## config.mk

```make
export PLATFORM = sky130hd
export DESIGN_NAME = cdb_arbiter
export DESIGN_NICKNAME = d
export VERILOG_FILES = /design/src/rtl/cdb_arbiter.sv
export SDC_FILE = /design/constraint.sdc
export NUM_CORES = 1
export LEC_CHECK = 0
export BUFFER_PORTS_ARGS = -buffer_cell sky130_fd_sc_hd__buf_2
export CORE_ASPECT_RATIO = 0.6
export CORE_MARGIN = 5
export CORE_UTILIZATION = 51
export CTS_BUF_LIST = sky130_fd_sc_hd__clkbuf_4 sky130_fd_sc_hd__clkbuf_8 sky130_fd_sc_hd__clkbuf_16
export DETAILED_ROUTE_END_ITERATION = 12
export PLACE_DENSITY = 0.75
export SLEW_MARGIN = 20
export SYNTH_ARGS = -nofsm -noshare
export SYNTH_HDL_FRONTEND = slang
export SYNTH_SLANG_ARGS = --single-unit
```

## constraint.sdc

```tcl
create_clock -name clk -period 3.4 [get_ports clk]
set_input_delay 0.17 -clock clk [delete_from_list [all_inputs] [get_ports clk]]
set_output_delay 0.17 -clock clk [all_outputs]
set_load 0.05 [all_outputs]
```

## src/rtl/cdb_arbiter.sv

```systemverilog
// cdb_arbiter: per-source result queues feeding a single common data bus broadcast.
// Latency: a result accepted at edge k is broadcast (cdb_valid high) after edge k+1 at the earliest.
// Backpressure: fu_ready[i] drops while queue i holds QDEPTH entries; the source holds its result.
//
// Ports:
//   clk, reset          - clock; asynchronous active-high reset
//   fu_valid/fu_ready   - per-source handshake (0-2 ALUs, 3 load/store)
//   fu_tag/value/rob    - packed per-source payloads, source i at [i*W +: W]
//   cdb_valid/tag/value/rob - registered broadcast toward rename and ROB wakeup
// Build option: define CDB_RR_EN for round-robin arbitration; otherwise fixed
// priority with source 0 highest.
module cdb_arbiter #(
    parameter int TAG_W  = 6,
    parameter int DATA_W = 32,
    parameter int ROB_W  = 6,
    parameter int QDEPTH = 2
) (
    input  logic                  clk,
    input  logic                  reset,
    input  logic [3:0]            fu_valid,
    output logic [3:0]            fu_ready,
    input  logic [4*TAG_W-1:0]    fu_tag,
    input  logic [4*DATA_W-1:0]   fu_value,
    input  logic [4*ROB_W-1:0]    fu_rob,
    output logic                  cdb_valid,
    output logic [TAG_W-1:0]      cdb_tag,
    output logic [DATA_W-1:0]     cdb_value,
    output logic [ROB_W-1:0]      cdb_rob
);

    localparam int PTR_W = $clog2(QDEPTH);
    localparam int CNT_W = PTR_W + 1;

    typedef struct packed {
        logic [TAG_W-1:0]  tag;
        logic [DATA_W-1:0] value;
        logic [ROB_W-1:0]  rob;
    } entry_t;

    entry_t             mem    [4][QDEPTH];
    entry_t             din    [4];
    logic [PTR_W-1:0]   wr_ptr [4];
    logic [PTR_W-1:0]   rd_ptr [4];
    logic [CNT_W-1:0]   count  [4];

    logic [3:0]         push;
    logic [3:0]         pop;
    logic [3:0]         not_empty;
    logic               grant_vld;
    logic [1:0]         grant_idx;
    entry_t             head;

    // Ready depends only on the registered count so it never combinationally
    // follows the arbiter's decision in the same cycle.
    always_comb begin
        fu_ready  = '0;
        not_empty = '0;
        for (int i = 0; i < 4; i++) begin
            fu_ready[i]  = (count[i] < CNT_W'(QDEPTH));
            not_empty[i] = (count[i] != '0);
            din[i]       = '{tag:   fu_tag[i*TAG_W +: TAG_W],
                             value: fu_value[i*DATA_W +: DATA_W],
                             rob:   fu_rob[i*ROB_W +: ROB_W]};
        end
    end

    assign push = fu_valid & fu_ready;

`ifdef CDB_RR_EN
    logic [1:0] rr_ptr;
    logic [1:0] cand;

    // Scan offsets from farthest to nearest so the source closest to rr_ptr
    // (upward, modulo 4) is the last assignment and therefore wins.
    always_comb begin
        grant_vld = 1'b0;
        grant_idx = rr_ptr;
        cand      = rr_ptr;
        for (int k = 3; k >= 0; k--) begin
            cand = rr_ptr + 2'(k);
            if (not_empty[cand]) begin
                grant_vld = 1'b1;
                grant_idx = cand;
            end
        end
    end

    always_ff @(posedge clk or posedge reset) begin
        if (reset) begin
            rr_ptr <= '0;
        end else if (grant_vld) begin
            rr_ptr <= grant_idx + 2'd1;
        end
    end
`else
    // Fixed priority: lowest-numbered non-empty source wins.
    always_comb begin
        grant_vld = 1'b0;
        grant_idx = 2'd0;
        for (int k = 3; k >= 0; k--) begin
            if (not_empty[k]) begin
                grant_vld = 1'b1;
                grant_idx = 2'(k);
            end
        end
    end
`endif

    always_comb begin
        pop = '0;
        if (grant_vld) begin
            pop[grant_idx] = 1'b1;
        end
        head = mem[grant_idx][rd_ptr[grant_idx]];
    end

    // Payload storage needs no reset: entries are only visible through count.
    always_ff @(posedge clk) begin
        for (int i = 0; i < 4; i++) begin
            if (push[i]) begin
                mem[i][wr_ptr[i]] <= din[i];
            end
        end
    end

    // QDEPTH is a power of two, so pointer increments wrap naturally.
    always_ff @(posedge clk or posedge reset) begin
        if (reset) begin
            for (int i = 0; i < 4; i++) begin
                wr_ptr[i] <= '0;
                rd_ptr[i] <= '0;
                count[i]  <= '0;
            end
        end else begin
            for (int i = 0; i < 4; i++) begin
                if (push[i]) begin
                    wr_ptr[i] <= wr_ptr[i] + PTR_W'(1);
                end
                if (pop[i]) begin
                    rd_ptr[i] <= rd_ptr[i] + PTR_W'(1);
                end
                case ({push[i], pop[i]})
                    2'b10:   count[i] <= count[i] + CNT_W'(1);
                    2'b01:   count[i] <= count[i] - CNT_W'(1);
                    default: count[i] <= count[i];
                endcase
            end
        end
    end

    // Broadcast register; payload holds its last value on idle cycles.
    always_ff @(posedge clk or posedge reset) begin
        if (reset) begin
            cdb_valid <= 1'b0;
            cdb_tag   <= '0;
            cdb_value <= '0;
            cdb_rob   <= '0;
        end else if (grant_vld) begin
            cdb_valid <= 1'b1;
            cdb_tag   <= head.tag;
            cdb_value <= head.value;
            cdb_rob   <= head.rob;
        end else begin
            cdb_valid <= 1'b0;
        end
    end

endmodule

```

=== Yosys cells after proc, flatten, opt, wreduce, memory -nomap -nowiden ===
Memories as Yosys holds them, arrays and structs flattened.
Index checks and enable logic that the tools add are counted.

* Bits in registers: 61
* Bits in writable memories: 352
* Output and inout bits: 49
* Logic and storage cells: 115
* Memories kept: 1

{| class="wikitable"
|+ Memory list
! name !! depth !! bits a word !! rd ports !! clocked after memory_dff !! wr ports !! line !! text
|-
| mem || 4 || 88 || 1 || 0 || 4 || 40 || <nowiki>entry_t mem [4][QDEPTH];</nowiki>
|}

* Add/sub/neg operators: 16
* Order comparisons: 16
* Equality and inequality tests: 8
* Mux-type cells: 38
* Bitwise gates (word level): 7
* Reductions and logical operators: 13

{| class="wikitable"
|+ Operators with widths
! cell !! count
|-
| 2-to-1 mux 88 bit || 4
|-
| 2-to-1 mux 44 bit || 7
|-
| demux 44 bit (select 1 bit) || 4
|-
| one-hot mux 2 bit (2 select lines) || 4
|-
| nonzero test 2 bit || 8
|-
| 2-to-1 mux 1 bit || 12
|-
| greater-or-equal comparator 2 bit, second input constant || 5
|-
| NOT 1 -> 2 bit || 5
|-
| adder 1 bit, second input constant || 8
|-
| adder 2 x 1 -> 2 bit, second input constant || 4
|-
| == test 2 x 1 -> 1 bit, second input constant || 4
|-
| == test 2 bit, second input constant || 4
|-
| < comparator 2 x 1 -> 1 bit, second input constant || 4
|-
| < comparator 2 bit, second input constant || 4
|-
| 2-to-1 mux 2 bit || 4
|-
| subtractor 2 x 1 -> 2 bit, second input constant || 4
|-
| logical AND 1 bit || 5
|-
| AND 4 bit || 1
|-
| 2-to-1 mux 4 bit || 1
|-
| greater-or-equal comparator 3 bit, second input constant || 1
|-
| < comparator 2 x 3 -> 1 bit, second input constant || 1
|-
| NOT 2 -> 3 bit || 1
|-
| binary-select mux 1 bit (select 2 bit) || 1
|-
| demux 1 bit (select 2 bit) || 1
|-
| greater-or-equal comparator 2 x 1 -> 1 bit, second input constant || 1
|}

=== Logic depth before layout (Yosys ltp) ===
Gate-level depths: netlist of run 1.

* Depth in word-level cells: 13
* Gate-level depth with buffers: 9
* Depth with buffers taken out: 7

=== Least setup slack after synthesis of run 1 ===
OpenSTA, ideal clock, no wires.

* Path type: reg2reg
* Start point: reg count[3] (netlist bit)
* End point: mem mem[2][44] (netlist bit) (enable)
* Arrival time: 3.233 ns
* Data required time: 2.954 ns
* Setup slack: -0.279 ns
* Stages on the path, launching flop included: 6
* Path buffers: 2
* Cell sequence: dfrtp_1 -> clkbuf_1 -> clkbuf_1 -> inv_1 -> nand2_1 -> nor2_1

{| class="wikitable"
|+ RTL lines
! item !! line !! text
|-
| start, declared || 44 || <nowiki>logic [CNT_W-1:0] count [4];</nowiki>
|-
| start signal, assigned by index || 143 || <nowiki>2'b10: count[i] <= count[i] + CNT_W'(1);</nowiki>
|-
| start signal, assigned by index || 144 || <nowiki>2'b01: count[i] <= count[i] - CNT_W'(1);</nowiki>
|-
| start signal, assigned by index || 145 || <nowiki>default: count[i] <= count[i];</nowiki>
|-
| end, declared || 40 ||
|}

=== Final worst setup path of run 1 ===
* Start point: reg count[4] (netlist bit)
* End point: reg cdb_value[10]

* Cells in the longest elaborated chain, start to end: 11
* Elaborated cells on any way between the ends: 14
* Classes of those cells: mux (10); bitwise (2); reduce/logical (1); memory (1)

{| class="wikitable"
|+ Ends and longest elaborated chain
! item !! line !! text
|-
| nonzero test 2 bit (*) || 60 || <nowiki>not_empty[i] = (count[i] != '0);</nowiki>
|-
| 2-to-1 mux 2 bit (2 in series) || 101 || <nowiki>if (not_empty[k]) begin</nowiki>
|-
| NOT 2 -> 3 bit (implied by the code) || 114 || <nowiki>head = mem[grant_idx][rd_ptr[grant_idx]];</nowiki>
|-
| binary-select mux 1 bit (select 2 bit) || 114 ||
|-
| 2-to-1 mux 1 bit (implied by the code) (2 in series) || 114 ||
|-
| NOT 1 -> 2 bit (implied by the code) || 114 ||
|-
| 2-to-1 mux 44 bit (implied by the code) (3 in series) || 114 ||
|-
| end signal, assigned || 161 || <nowiki>cdb_value <= head.value;</nowiki>
|-
| end, declared || 27 || <nowiki>output logic [DATA_W-1:0] cdb_value,</nowiki>
|}

Every way passes the cells marked *; elsewhere a longest branch is shown, timed or not. The select of a mux whose other input is x is not followed.
A chain may end at the register's enable or synchronous reset.

==> summary by stage, run 1 <==
Flow run
The tool flagged a number of max-cap violations equal to 0.

Clock network
Clock latency on the worst-skew pair, taken at its later pin, is 0.53 ns. Buffers inserted during clock tree synthesis total 38. The clock tree from TritonCTS is built. The clock tree synthesis step divided the H-tree into 2 levels. The clock-pin transition on the worst setup and hold timing paths is 0.07 ns. The number of instances resized during post-cts repair is 0. The sink count of the clock tree is 413. The root cell of the clock tree is clkbuf_16. The longest clock path from root to sink contains 3 buffers.

Critical path
The maximum fanout along the worst path is 64. The startpoint type of the worst setup path is a flip-flop. In this run the worst setup path terminates at cdb_value[10]. On the worst path, the slowest cell contributes a delay of 0.63 ns. The start-to-end type of the worst setup path is flip-flop to flip-flop. The data arrival at the endpoint of the critical path is 3.19 ns. The logic depth of the worst register-to-register path is 5.

Data on the critical path is required at its endpoint by 3.82 ns. The worst setup slack for register-to-register paths is 0.64 ns. The launch point of the worst reg-to-reg path is count[4]. The highest-delay cell along the critical path is buf_4. The timing startpoint of the critical path is count[4]. The endpoint type of the worst setup path is a flip-flop. Traced cell by cell, the critical path runs through or2_2, o31ai_4, buf_4, a222oi_1, a211oi_1. The endpoint of the worst-slack reg-to-reg timing path is cdb_value[10].

Global routing
The overall fraction of global-route tracks in use is 27.2%. The largest net degree at the start of global routing is 65. The global-route wire length before repair is 73.0 mm. The residual overflow from global routing is 0. The number of global-route vias before repair is 11876.

The initial antenna violation count was 3.

Synth
The synthesis-stage register bit count is 413. The cell area that synthesis handed to floorplanning was 16200 um^2. During synthesis, Yosys emitted a total of 0 warnings. The async set-reset flop share out of synthesis is 14.8%. A synthesized cell averages 16.1 um^2. Among all flip-flop cells after synthesis, the most frequent one is edfxtp_1.

The count of flip-flops with a built-in enable after synthesis is 352. Summed over its instances, the top area cell type makes up 65.3% of the synthesized netlist area. Counting every instance in the synthesized netlist gives 1007.

By count the netlist is led by 352 x edfxtp_1, 89 x o21a_1, 61 x dfrtp_1, 61 x nor2_1, 60 x clkbuf_1. The distinct cell type count of the synthesized netlist is 36. The largest area contributor in the netlist is edfxtp_1. In the post-synthesis netlist, the cell with the most instances is edfxtp_1. The number of nets handed over by synthesis was 1193. The sequential share of the synthesized area is 74.7%. Sorting the synthesized cells by area gives the leading types as edfxtp_1 65%, dfrtp_1 9.4%, o21a_1 4.1%, a222oi_1 2.7%, a2bb2oi_1 2.4%.

Drt
The count of nets left with antenna violations once routing finished came out at 0. After the first detailed-routing iteration, the DRC count stood at 1581. The post-route DRC violation count is 0.

The detailed-route vias per instance is 6.20. The routed layout has 11472 vias. The per-cell routed wire length is 26.5 um. The number of search-and-repair iterations in the first detailed-routing pass is 7. For this block, the routed nets add up to 49.1 mm of wire.

Power
The power density over cell area is 886 nW/um^2. The reported leakage power is 7.49 nW. Combinational logic burns 37.0% of the power. The part of the total power dissipated in the clock network is 23.4%. Registers are responsible for 39.5% of the overall power. The largest vdd supply drop is 0.574 mV. The analysis attributes to net switching a power of 0.00727 W. Of the total power, the share spent switching nets is 39.0%. The internal power of the cells totals 0.0114 W.

Min path
The class of the tightest hold or removal check is input pin to flip-flop.

Finish
The layout cell share with drive strength beyond 1 is 24.6%. The area added between synthesis and finish is 29.9%. The final instance area is 21000 um^2. The multi-input combinational cells in the finished layout cover a total of 3820 um^2.

The net count of the finished layout is 1589. The sequential cell area in the final layout is 12100 um^2. The filler cells instantiated in the layout total 2073.

STA
Setup repair after global routing left no endpoint under its margin. The number of hold-slack violations in the final timing report came to 0. The highest clock frequency the design can meet is 362 MHz. Once routing completed, OpenROAD measured the worst setup slack at 0.637 ns. The final number of max-transition violations is 0.

The worst path in the final design needs a cycle of 2.76 ns, including I/O delays and setup. At the pin with the least slew margin, the transition time is 1.01 ns. The total negative setup slack is 0 ns. The worst clock skew is 0.0154 ns.

In the finished design, the share of the clock period the worst path needs comes to 81.3%. The worst max-slew margin expressed relative to the limit is 32.5%. Hold timing on the final database bottoms out at a slack of 0.0297 ns. Setup violations remaining at the end of the flow were counted as 0.

Placed design
The total of buffers placed on input and output ports is 230. The global placer's final weighted congestion is 0.783. After legalization and detailed placement, the total HPWL measured 28.7 mm.

The total cell area at the placement stage is 18000 um^2. Prior to clock tree synthesis, the placed netlist has a worst setup slack of 0.703 ns.

Floorplanning
From left edge to right edge, the die measures 240 um. After floorplanning, the core was divided into 50 placement rows. The area of the die is 35500 um^2. The floorplan step set the die height to 148 um. The starting density of the core is 51.9%.

The core area is 31200 um^2. In this run the count of I/O pins placed on the die edge is 231.

Outcome
The run finished with clean final reports.
==> critical path: cells and delay by family, from the launching register on <==
kind                   cells  cell delay [ns]
buffers and inverters      1             0.63
AO/OA/AOI/OAI              3             0.92
AND/OR/NAND/NOR            1             0.54
flip-flops                 1             0.48
==> state kept, by name, indices dropped and copies added, names as in the netlist <==
register and flops:
count 8, mem 352, cdb_tag 6, cdb_rob 6
cdb_value 32, cdb_valid 1, rd_ptr 4, wr_ptr 4
==> stage by stage <==
stage	cells	total power, W	utilization, %
CTS	1848	0.0185	67.3
floorplan	1007	0.0116	-
global route	1851	0.0193	67.4
global placement	1602	0.0138	57.5
finish	1851	0.0186	67.4
detailed placement	1602	0.0140	57.5
==> power by group through the flow <==
stage	clock network, W	logic (W)	registers [W]
detailed placement	0	0.00660	0.00744
global route	0.00464	0.00723	0.00746
CTS	0.00440	0.00677	0.00735
floorplan	0	0.00350	0.00814
global placement	0	0.00640	0.00741
finish	0.00437	0.00691	0.00737
==> cell families after synthesis <==
group,after synthesis,synth area share [%]
flip-flops,413,74.7
AO/OA/AOI/OAI,315,15.4
AND/OR/NAND/NOR,166,6.21
buffers and inverters,90,2.35
XOR/XNOR,19,1.03
adder cells (fa/ha/maj),4,0.309
==> per-layer routing <==
layer	vias up	share of wire (%)	track usage (%)
met2	847	45	41.1
met4	0	2.6	8.22
li1	4873	-	-
met3	111	12	7.29
met5	-	0	0
met1	5641	41	39.2
==> layout by cell type (no fill, tap or decap), drive strengths merged, types with 2 or more instances in the layout <==
cell type	Yosys	final
a311oi	44	44
or2	3	3
clkbuf	60	52
nor2	61	61
xor2	3	3
nand2b	44	44
edfxtp	352	352
buf	24	263
dfrtp	61	61
and3	4	4
a2bb2oi	44	44
dlygate4sd3	0	177
nand4b	44	44
clkinv	0	13
o21ai	45	45
bufinv	0	2
xnor2	16	16
a222oi	43	43
inv	6	7
a211oi	43	43
diode	0	3
o21a	89	89
nand2	6	6
ha	4	4
==> worst min-delay path by stage <==
| stage | cells past startpoint | to | start |
|---|---|---|---|
| after floorplan | 0 | mem[0][0] | fu_rob[0] |
| after global placement | 1 | mem[3][61] | fu_value[107] |
| after detailed placement | 1 | mem[0][83] | fu_tag[1] |
| after CTS | 3 | wr_ptr[0] | fu_valid[3] |
| after global routing | 3 | wr_ptr[0] | fu_valid[3] |
| final | 3 | wr_ptr[0] | fu_valid[3] |
==> what timing repair did <==
action	in CTS	in global routing
hold endpoints to repair	396	0
endpoints found under the setup margin	0	0
hold buffers	177	0
buffers inserted	0	0
==> area by class of cell <==
cell class                 count  area share (%)
antenna                        3          0.0357
clock buffer                  52            5.45
clock inverter                17           0.672
inverter                       6           0.119
multi-input combinational    504            18.1
sequential                   413            57.5
tap                          416            2.48
timing repair buffer         440            15.6
No activity file was read; power rests on OpenSTA's default activity.
==> run 2, diff against run 1 <==
Settings changed: CORE_UTILIZATION 51 to 57, PLACE_DENSITY 0.75 to 0.79.
Clock period 3.4 ns to 2.8 ns, I/O delays scaled along.
==> summary by stage, run 2 (synthesis results as in run 1) <==
STA
The shortest clock period the worst path allows after layout was 2.32 ns (-0.439 ns). The final cycle utilization of the critical path is 83.0% (+1.7 points). The final number of max-transition violations was 0 (unchanged). The worst hold slack came to 0.0289 ns (-0.000803 ns). The number of hold-slack violations in the final timing report is 0 (unchanged). The count of endpoints failing setup in the final report is 0 (unchanged). The total negative setup slack is 0 ns (unchanged). Setup repair after global routing left no endpoint under its margin. The slew at the pin with the worst max-slew slack was 0.829 ns (-0.181 ns). The highest clock frequency the design can meet is 430 MHz (+19%). The worst max-slew margin expressed relative to the limit is 44.6% (+12 points). The worst clock skew came to 0.0268 ns (+0.0114 ns).

Floorplanning
The core area is 27800 um^2 (-11%). The die boundary height was 141 um (-5.0%). The width of the die is 228 um (-5.2%). The I/O pin count was 231 (unchanged). The starting density of the core was 58.3% (+6.5 points).

The standard-cell row count was 47 (-6.0%). The area of the die was 32000 um^2 (-10%).

Critical path
The largest delay contributor family on the critical path is compound AO/OA/AOI/OAI gates. The highest-delay cell along the critical path is buf_4. The endpoint type of the worst setup path is a flip-flop.

The startpoint type of the worst setup path is a flip-flop. The data required time at the worst endpoint is 3.21 ns (-0.61 ns). The number of buffer and inverter instances along the worst setup path was 1 (unchanged). Traced cell by cell, the critical path runs through or2_2, o31ai_4, buf_4, a222oi_1, a211oi_1. By startpoint and endpoint, the worst setup path is classified as flip-flop to flip-flop. The maximum fanout along the worst path is 42 (-34%).

The maximum single-stage delay on the critical path is 0.51 ns (-0.12 ns). The data arrival at the endpoint of the critical path is 2.74 ns (-0.45 ns).

Clock network
The total CTS buffers is 37 (-2.6%). CTS placed an instance of clkbuf_16 at the clock tree root. The maximum clock path buffer count was 3 (unchanged).

The sink count of the clock tree is 413 (unchanged). The clock-pin transition on the worst setup and hold timing paths was 0.06 ns (about the same). The setup fix buffers added after clock tree synthesis is 0 (unchanged).

TritonCTS built the clock tree. The number of instances resized during post-cts repair is 0 (unchanged). The clock latency on the worst-skew pair is 0.54 ns (about the same). The CTS H-tree depth is 2 (unchanged).

Power
The power density over cell area came to 1080 nW/um^2 (+22%). The largest vdd supply drop was 0.831 mV (+45%). The reported leakage power is 7.55 nW (+0.71%).

Finish
The number of nets in the layout is 1597 (+0.50%). Leaving out fill and tap cells, the most frequent cell in the layout is edfxtp_1. The layout cell share with drive strength beyond 1 is 25.1% (+0.56 points). Leaving out fill and tap cells, the most frequent cells in the layout are 352 x edfxtp_1, 230 x buf_2, 178 x dlygate4sd3_1, 89 x o21a_1, 58 x dfrtp_1.

The fill cell total of the finished layout is 1601 (-23%). The flip-flop count of the largest register, all copies and words added is 352 (unchanged). Compared with the post-synthesis result, the final layout area differs by 30.1%. The number of standard cells in the layout, taps in and fillers out is 1812 (-2.1%).

Global routing
The fraction of met3 tracks used by global routing came to 8.24% (+0.95 points). The global-route wire length before repair was 73.3 mm (+0.46%). The global-route met1 utilization is 44.0% (+4.8 points). The largest net degree at the start of global routing came to 89 (+37%). The number of global-route vias before repair came to 12029 (+1.3%). In this run the most used layer during global routing was met2. The met2 routing resource usage after global routing was 46.2% (+5.1 points).

The initial antenna violation count is 7 (+4). The residual overflow from global routing was 0 (unchanged). The overall fraction of global-route tracks in use is 30.5% (+3.3 points).

Drt
The violation count after the first detailed-routing iteration was 1651 (+4.4%). The detailed-route wire length is 49.3 mm (+0.53%). The number of vias in the routed layout is 11714 (+2.1%).

The per-cell routed wire length was 27.2 um (+2.7%). The number of nets still failing antenna checks after routing is 0 (unchanged). The detailed-route vias per instance is 6.46 (+4.3%). The number of search-and-repair iterations in the first detailed-routing pass is 9 (+2). The post-route DRC violation count is 0 (unchanged).

Placed design
The number of cells after detailed placement is 1561 (-2.6%). The global placer's final weighted congestion was 0.787 (+0.45%). The total of buffers placed on input and output ports is 230 (unchanged).

The sum of net half-perimeters after detailed placement is 28.2 mm (-2.0%).

Flow run
The max-capacitance violation count is 0 (unchanged).

Min path
The class of the tightest hold or removal check is input pin to flip-flop.

Outcome
The flow ran to the end, and the final reports show no timing, DRC or antenna violations.
-- run 2: repair_timing --
item	in CTS	in global routing
endpoints found under the setup margin	0	0
hold buffers	178	0
endpoints found under the hold margin	385	0
-- run 2: cell type report --
cell class	instances	area (um^2)	area share, %
repair buffers	449	3370	16.0
well taps	367	459	2.18
diodes	5	12.5	0.0594
inverters	6	23.8	0.113
clock buffers	58	1160	5.49
multi-input cells	504	3820	18.1
flip-flops and latches	413	12100	57.5
clock inverters	10	128	0.606
-- run 2: layer usage --
metal | routed length (um) | share of wire (%)
met5 | 24 | 0.049
met4 | 1250 | 2.5
met3 | 6570 | 13
met2 | 22300 | 45
met1 | 19100 | 39
-- run 2: tightest hold or removal path, stage by stage --
cell and delay (ns):
buf_2 0.11, nand2_1 0.17, xnor2_1 0.09
-- run 2: power breakdown --
part | switching (W) | internal [W] | total (W)
clock network | 0.00223 | 0.00313 | 0.00537
registers | 0.000603 | 0.00821 | 0.00881
logic | 0.00598 | 0.00264 | 0.00863
-- run 2: metrics by stage --
step / total power, W / worst slack, ns / cell area (um^2) / utilization, %
3_5_place_dp: 0.0171 / 0.552 / 18000 / 64.8
4_1_cts: 0.0226 / 0.516 / 21000 / 75.8
3_3_place_gp: 0.0169 / 0.679 / 18000 / 64.8
6_report: 0.0228 / 0.476 / 21100 / 75.9
2_1_floorplan: 0.0141 / 0.0229 / 16200 / -
5_1_grt: 0.0236 / 0.385 / 21100 / 75.9
-- run 2: path summary, 6_finish.rpt --
path                       cells after the start             to         from  slack [ns]
max                                            5  cdb_value[30]     count[4]        0.48
min                                            3      wr_ptr[0]  fu_valid[3]        0.03
max reg2reg                                    5  cdb_value[30]     count[4]        0.48
min reg2reg                                    1      wr_ptr[0]    wr_ptr[0]        0.54
max in group asynchronous                      4  cdb_value[26]        reset        1.79
min in group asynchronous                      3     cdb_rob[3]        reset        0.26
